[config.mk]
export PLATFORM = sky130hd
export DESIGN_NAME = mem_arbiter
export DESIGN_NICKNAME = d
export VERILOG_FILES = /design/src/rtl/mem_arbiter.sv
export SDC_FILE = /design/constraint.sdc
export NUM_CORES = 1
export LEC_CHECK = 0
export ABC_AREA = 1
export ABC_CLOCK_PERIOD_IN_PS = 2100
export CAP_MARGIN = 10
export CORE_MARGIN = 5
export CORE_UTILIZATION = 45
export CTS_BUF_LIST = sky130_fd_sc_hd__clkbuf_4 sky130_fd_sc_hd__clkbuf_8 sky130_fd_sc_hd__clkbuf_16
export CTS_CLUSTER_DIAMETER = 40
export DETAILED_ROUTE_END_ITERATION = 6
export PLACE_DENSITY = 0.81
export SLEW_MARGIN = 20
export SYNTH_ARGS = -nofsm -noshare
export SYNTH_HDL_FRONTEND = slang
export SYNTH_SLANG_ARGS = --single-unit
[constraint.sdc]
create_clock -name mck -period 2.1 [get_ports mck]
set_input_delay 0.525 -clock mck [delete_from_list [all_inputs] [get_ports mck]]
set_output_delay 0.525 -clock mck [all_outputs]
set_load 0.01 [all_outputs]
[src/rtl/mem_arbiter.sv]
// Blink memory-bus arbiter: shares ma/roe_n/wrb_n between the Z80 and the LCD
// screen-fetch engine, stretching Z80 cycles via cwait_n when the LCD must win.
module mem_arbiter #(
  parameter int ACC_CYCLES   = 2,
  parameter int LCD_MAX_WAIT = 8
) (
  input  logic        mck,
  input  logic        rin_n,
  input  logic [21:0] cpu_ma,
  input  logic        cpu_mreq,
  input  logic        cpu_rd,
  input  logic        lcd_req,
  input  logic [21:0] lcd_addr,
  input  logic [7:0]  mem_di,
  output logic [21:0] ma,
  output logic        roe_n,
  output logic        wrb_n,
  output logic        cwait_n,
  output logic        lcd_gnt,
  output logic [7:0]  lcd_data,
  output logic        lcd_data_vld,
  output logic [1:0]  owner
);

  // LCD handshake: lcd_req is a level held until lcd_gnt pulses; the grant
  // cycle is when lcd_addr has been captured, so the requester may change the
  // address afterwards. lcd_req still high after lcd_gnt is a fresh request.
  // lcd_data_vld pulses once per completed fetch with lcd_data valid.

  typedef enum logic [1:0] {
    ST_IDLE = 2'd0,
    ST_CPU  = 2'd1,
    ST_LCD  = 2'd2
  } state_t;

  localparam logic [2:0] ACC_LAST   = 3'(ACC_CYCLES - 1);
  localparam logic [7:0] STARVE_MAX = 8'(LCD_MAX_WAIT);
  localparam logic [21:0] MA_IDLE   = 22'h3FFFFF;

  state_t      state_q, state_d;
  logic [7:0]  starve_q, starve_d;
  logic [2:0]  acc_q, acc_d;
  logic [21:0] addr_q, addr_d;
  logic [7:0]  data_q, data_d;
  logic        gnt_q, gnt_d;
  logic        vld_q, vld_d;
  logic        lcd_wins;
  logic        start_lcd;

  always_comb begin
    state_d   = state_q;
    acc_d     = acc_q;
    addr_d    = addr_q;
    data_d    = data_q;
    starve_d  = starve_q;
    gnt_d     = 1'b0;
    vld_d     = 1'b0;
    start_lcd = 1'b0;
    lcd_wins  = lcd_req && (starve_q == STARVE_MAX);

    case (state_q)
      ST_IDLE: begin
        if (cpu_mreq && !lcd_wins) state_d = ST_CPU;
        else if (lcd_req)          start_lcd = 1'b1;
      end
      ST_CPU: begin
        if (!cpu_mreq) begin
          if (lcd_req) start_lcd = 1'b1;
          else         state_d = ST_IDLE;
        end
      end
      ST_LCD: begin
        acc_d = acc_q + 3'd1;
        if (acc_q == ACC_LAST) begin
          data_d  = mem_di;
          vld_d   = 1'b1;
          state_d = ST_IDLE;
        end
      end
      default: state_d = ST_IDLE;
    endcase

    if (start_lcd) begin
      state_d = ST_LCD;
      addr_d  = lcd_addr;
      acc_d   = 3'd0;
      gnt_d   = 1'b1;
    end

    // Starvation only accrues while the LCD is kept off the bus.
    if (start_lcd)
      starve_d = 8'd0;
    else if (lcd_req && state_q != ST_LCD && starve_q != STARVE_MAX)
      starve_d = starve_q + 8'd1;
  end

  always_ff @(posedge mck or negedge rin_n) begin
    if (!rin_n) begin
      state_q  <= ST_IDLE;
      starve_q <= 8'd0;
      acc_q    <= 3'd0;
      addr_q   <= MA_IDLE;
      data_q   <= 8'd0;
      gnt_q    <= 1'b0;
      vld_q    <= 1'b0;
    end else begin
      state_q  <= state_d;
      starve_q <= starve_d;
      acc_q    <= acc_d;
      addr_q   <= addr_d;
      data_q   <= data_d;
      gnt_q    <= gnt_d;
      vld_q    <= vld_d;
    end
  end

  always_comb begin
    ma      = MA_IDLE;
    roe_n   = 1'b1;
    wrb_n   = 1'b1;
    case (state_q)
      ST_CPU: begin
        ma    = cpu_ma;
        roe_n = !(cpu_mreq && cpu_rd);
        wrb_n = !(cpu_mreq && !cpu_rd);
      end
      ST_LCD: begin
        ma    = addr_q;
        roe_n = 1'b0;
      end
      default: ;
    endcase
    // Gated by rin_n so WAIT is released while the arbiter is held in reset.
    cwait_n = !(rin_n && cpu_mreq && state_q != ST_CPU);
  end

  assign lcd_gnt      = gnt_q;
  assign lcd_data     = data_q;
  assign lcd_data_vld = vld_q;
  assign owner        = state_q;

endmodule

# Word-level counts from Yosys, hierarchy flattened
# Cells that the tools add are included.
[op_classes]
n_addsub = 2
eq_ne = 11
mux = 20
n_reduce_logical = 18
[op_table]
columns = ["operator", "count"]
rows = [
  ["$pmux W22 S2", 1],
  ["$mux W8", 2],
  ["$ne A3 B3 Y1 const B", 4],
  ["$mux W2", 5],
  ["$add A8 B1 Y8 const B", 1],
  ["$eq A8 B4 Y1 const B", 1],
  ["$logic_and A1 B1 Y1", 8],
  ["$ne A8 B4 Y1 const B", 1],
  ["$mux W1", 7],
  ["$mux W3", 2],
  ["$pmux W2 S3", 1],
  ["$logic_not A1 Y1", 5],
  ["$pmux W1 S2", 2],
  ["$reduce_and A4 Y1", 1],
  ["$reduce_bool A2 Y1", 2],
  ["$add A3 B1 Y3 const B", 1],
  ["$eq A3 B1 Y1 const B", 1],
  ["$eq A2 B1 Y1 const B", 1],
  ["$eq A2 B2 Y1 const B", 1],
  ["$logic_not A2 Y1", 1],
  ["$ne A2 B1 Y1 const B", 1],
  ["$ne A2 B2 Y1 const B", 1],
  ["$reduce_and A2 Y1", 1],
]
[word_totals]
register_bits = 45
input_bits = 57
output_inout_bits = 37
word_cells = 58

# Longest topological paths before layout
[logic_depth]
ltp_word = 8
mapped_depth = 11
depth_no_buf = 11

# Worst setup path before layout
# Ideal clock, no wire load.
[synth_timing]
kind = "flip-flop to output port"
from = "register state_q[0] (netlist: owner[0])"
to = "output ma[0]"
t_arrival_ps = 1327
required_time_ps = 1575
path_slack_ps = 248
path_stages_with_launch = 6
n_path_buf = 1
cell_sequence = "dfrtp_1 > inv_1 > ha_1 > inv_2 > clkbuf_1 > o211ai_1"
[synth_between]
elab_chain_cells = 2
elab_cells_between_ends = 3
cone_classes = "eq/ne (2); mux (1)"
[synth_lines]
columns = ["element", "line_no", "text"]
rows = [
  ["from (decl)", "40", "state_t state_q, state_d;"],
  ["from (signal assigned)", "107", "state_q <= state_d;"],
  ["$eq A2 B2 Y1 / $eq A2 B1 Y1 (equally long branches)", "121", "case (state_q)"],
  ["$pmux W22 S2 (*)", "121", ""],
  ["to (decl)", "15", "output logic [21:0] ma,"],
]
# Mark *: on every way between the ends. The rest lies on a longest branch, timed or not.

# Worst setup path in the final report
[layout_timing]
from = "register state_q[0] (netlist: owner[0])"
to = "output ma[20]"
# Same word-level chain as after synthesis.

==> flow_summary.rst <==
.. list-table::
   :header-rows: 1

   * - Metric
     - Value
   * - Layout Skew
     - 0.00738 ns
   * - Die boundary width
     - 85.8 um
   * - Maximum buffer depth of the clock tree
     - 2
   * - Core box area
     - 0.00554 sq mm
   * - DP Worst Slack
     - -0.268 ns
   * - Register area share after synthesis
     - 0.447
   * - Setup WS post-layout
     - 0.0596 ns
   * - Worst Setup SP
     - owner[0]$_DFFE_PN0P_
   * - Final layout net count
     - 484
   * - Boundary pin count
     - 94
   * - Congestion Overflow GR
     - 0
   * - Initial standard-cell utilization of the core
     - 0.466
   * - Global-route wire length before repair
     - 11000 um
   * - Worst-case register-to-register setup slack
     - 0.24 ns
   * - Post-synthesis register bit count
     - 45
   * - Slew Viols, Final
     - 0
   * - CP Launch Type
     - flop
   * - Area of the mapped netlist
     - 0.00258 sq mm
   * - Least-Margin Pin Slew
     - 0.555 ns
   * - Layout cell share with drive strength beyond 1
     - 0.278
   * - Final setup fails
     - 0
   * - Number of instances in the synthesized netlist
     - 313
   * - Clock Latency Late Sink
     - 0.30 ns
   * - Detail Route Antenna Nets
     - 0
   * - Arrival time worst endpoint
     - 1.52 ns
   * - Minimum clock period after layout
     - 2.04 ns
   * - Number of enable flip-flop cells after synthesis
     - 0
   * - Reg area
     - 0.00115 sq mm
   * - Detailed router's first-iteration violation count
     - 140
   * - Crit end category
     - output port
   * - # hold bufs at CTS
     - 0
   * - Die H
     - 85.8 um
   * - Sum of internal, switching and leakage power
     - 5080 uW
   * - Max cap viols
     - 0
   * - Compound-Gate Fraction of Synth Area
     - 0.161
   * - Number of clock sinks seen by CTS
     - 45
   * - Worst flop-to-flop path endpoint
     - starve_q[0]$_DFFE_PN0P_
   * - Multi-input gate area
     - 0.00119 sq mm
   * - Hold crit path type
     - in2async
   * - RePlAce Congestion
     - 0.802
   * - Nets in the synthesized netlist
     - 377
   * - Cells on worst reg2reg path
     - 9
   * - Total Routing Usage GR
     - 0.188
   * - RSZ-0062 raised after global routing
     - no
   * - Area share of xor/xnor cells in the synthesized design
     - 0.00339
   * - Power per unit of standard cell area
     - 1350 mW/mm^2
   * - Pin count of the biggest net entering global routing
     - 46
   * - Main combinational cell family by area after synthesis
     - simple AND/OR/NAND/NOR gates
   * - Synth Flop Type
     - sky130_fd_sc_hd__dfrtp_1
   * - Area of the die
     - 0.00735 sq mm
   * - Fraction of registers with async set/reset
     - 1.00
   * - Number of antenna violations at the first check in global routing
     - 0
   * - Family with the most delay on the worst path
     - buffers and inverters
   * - Total CTS buffers
     - 5
   * - Count of standard-cell rows
     - 27
   * - Yosys Warn Count
     - 0
   * - Result of the run
     - completed
   * - Delay of the slowest critical-path stage
     - 0.41 ns
   * - Worst reg2reg path startpoint
     - owner[1]$_DFFE_PN0P_
   * - Buffers plus inverters on the worst setup path
     - 3
   * - Routed length per instance
     - 13.9 um
   * - Vias in the first global route
     - 2358
   * - Adder-cell share of the synthesized area
     - 0.0339
   * - Worst setup path category
     - reg2out
   * - Routed vias
     - 2436
   * - Worst-path fanout max
     - 11
   * - Remaining max-slew budget at the tightest pin
     - 0.630
   * - Maximum clock frequency
     - 490 MHz
   * - Distinct cell type count of the synthesized netlist
     - 30
   * - CTS tree
     - yes
   * - Layout overhead on the synthesized area
     - 45.7%
   * - Clock edge transition at the registers on the reported setup and hold paths
     - 0.09 ns
   * - Post-Route WL
     - 6860 um
   * - Average footprint of a synthesized cell
     - 8.25 sq um
   * - Diode insertion count for antenna repair
     - 0
   * - Portion of the clock cycle consumed by the worst path in the final layout
     - 0.972
   * - Detailed placer's ending HPWL
     - 5030 um
   * - Post-Synth Simple-Gate Area
     - 0.244
   * - P_leak
     - 0.00174 uW
   * - Count of port buffers added during placement
     - 93
   * - Number of DRC violations after detailed routing
     - 0
   * - Multiplexer area fraction after synthesis
     - 0
   * - Vias per inst
     - 4.94
   * - Cell with the largest stage delay on the worst path
     - sky130_fd_sc_hd__dfrtp_1
   * - Data required time of the worst path
     - 1.57 ns
   * - Largest vdd supply drop
     - 0.813 mV
   * - Final Hold Vio Count
     - 0
   * - Pre-Repair DR Iteration Count
     - 4
   * - Count of H-tree levels built during CTS
     - 2
   * - CTS Root Buffer Type
     - sky130_fd_sc_hd__clkbuf_8
   * - Final core area utilization
     - 0.679
   * - Fillers
     - 464
   * - Critical path, cell by cell
     - inv_2 -> ha_4 -> clkbuf_16 -> o211ai_1 -> clkbuf_2
[cells in the mapped netlist, types with 2 or more instances]
cell | count | area, sq um
sky130_fd_sc_hd__o21ai_2 | 21 | 184
sky130_fd_sc_hd__dfrtp_1 | 23 | 576
sky130_fd_sc_hd__o211ai_1 | 22 | 165
sky130_fd_sc_hd__dfstp_2 | 22 | 578
sky130_fd_sc_hd__nand3_1 | 6 | 30.0
sky130_fd_sc_hd__inv_1 | 49 | 184
sky130_fd_sc_hd__buf_6 | 2 | 22.5
sky130_fd_sc_hd__buf_1 | 2 | 7.51
sky130_fd_sc_hd__a21oi_1 | 6 | 30.0
sky130_fd_sc_hd__buf_8 | 2 | 30.0
sky130_fd_sc_hd__nand2_1 | 105 | 394
sky130_fd_sc_hd__o21bai_1 | 2 | 15.0
sky130_fd_sc_hd__or2_2 | 2 | 12.5
sky130_fd_sc_hd__ha_1 | 7 | 87.6
sky130_fd_sc_hd__nand4_1 | 10 | 62.6
sky130_fd_sc_hd__nor2_1 | 11 | 41.3
sky130_fd_sc_hd__clkbuf_1 | 4 | 15.0
sky130_fd_sc_hd__nor2_2 | 3 | 18.8
sky130_fd_sc_hd__nand2_2 | 3 | 18.8
[worst max path at each step]
stage                     slack, ns      to  cells past startpoint
after floorplan                0.25   ma[0]                      5
after global routing          0.005   roe_n                      7
final                          0.06  ma[20]                      5
after global placement        -0.23   wrb_n                      4
after detailed placement      -0.27   wrb_n                      4
after CTS                      -0.1  ma[10]                      5
[layout by cell type, fill, tap and decap left out, drive strengths merged]
| cell | n |
|---|---|
| nand2 | 110 |
| clkdlybuf4s50 | 67 |
| inv | 50 |
| buf | 29 |
| dfrtp | 23 |
| clkbuf | 23 |
| o211ai | 22 |
| dfstp | 22 |
| o21ai | 22 |
| nor2 | 14 |
| nand4 | 10 |
| nand3 | 7 |
| ha | 7 |
| a21oi | 6 |
| o21bai | 2 |
| or2 | 2 |
| a22oi | 1 |
| o2111ai | 1 |
| nor3 | 1 |
| xnor2 | 1 |
| clkinv | 1 |
[stage by stage]
stage | hold slack, ns | cells | instance area (sq um) | TNS (ns)
floorplan | 0.229 | 313 | 2580 | 0
global placement | 0.453 | 481 | 3660 | -2.63
detailed placement | 0.459 | 481 | 3660 | -3.06
CTS | 0.335 | 490 | 3750 | -1.39
global route | 0.372 | 493 | 3760 | 0
finish | 0.307 | 493 | 3760 | 0
[what timing repair did]
item                                   CTS  global route
setup endpoints to repair               25            25
pin swaps                                0             2
endpoints found under the hold margin    0             0
buffers inserted                         1             2
gates resized for setup                 54            50
cloned                                   0             1
[cell families after synthesis]
kind of cell / Yosys count
AND/OR/NAND/NOR: 144
AO/OA/AOI/OAI: 54
flip-flops: 45
XOR/XNOR: 1
buffers and inverters: 62
adder cells (fa/ha/maj): 7
[power by group]
part | internal, uW | leakage (uW) | total (uW) | switching, uW
logic | 1370 | 0.00115 | 2940 | 1570
registers | 1360 | 0.000527 | 1520 | 159
clock network | 319 | 0.0000568 | 619 | 301
[metal layers]
| layer | up-vias | track usage | routed length, um |
|---|---|---|---|
| met4 | 0 | 0.0662 | 111 |
| met1 | 1163 | 0.215 | 2730 |
| met3 | 8 | 0.0317 | 284 |
| li1 | 1215 | - | - |
| met2 | 50 | 0.350 | 3740 |
| met5 | - | 0 | 0 |
[sequential cells by signal, summed over array words and instances (netlist names)]
name,count
starve_q,8
lcd_data_vld,1
owner,2
lcd_gnt,1
lcd_data,8
addr_q,22
acc_q,3
[final cells by class]
class / instances / share of cell area
inverter: 50 / 0.0525
clock buffer: 7 / 0.0269
timing repair buffer: 112 / 0.272
tap: 72 / 0.0239
clock inverter: 1 / 0.00133
sequential: 45 / 0.307
multi-input combinational: 206 / 0.316
No activity file was read; power rests on OpenSTA's default activity.
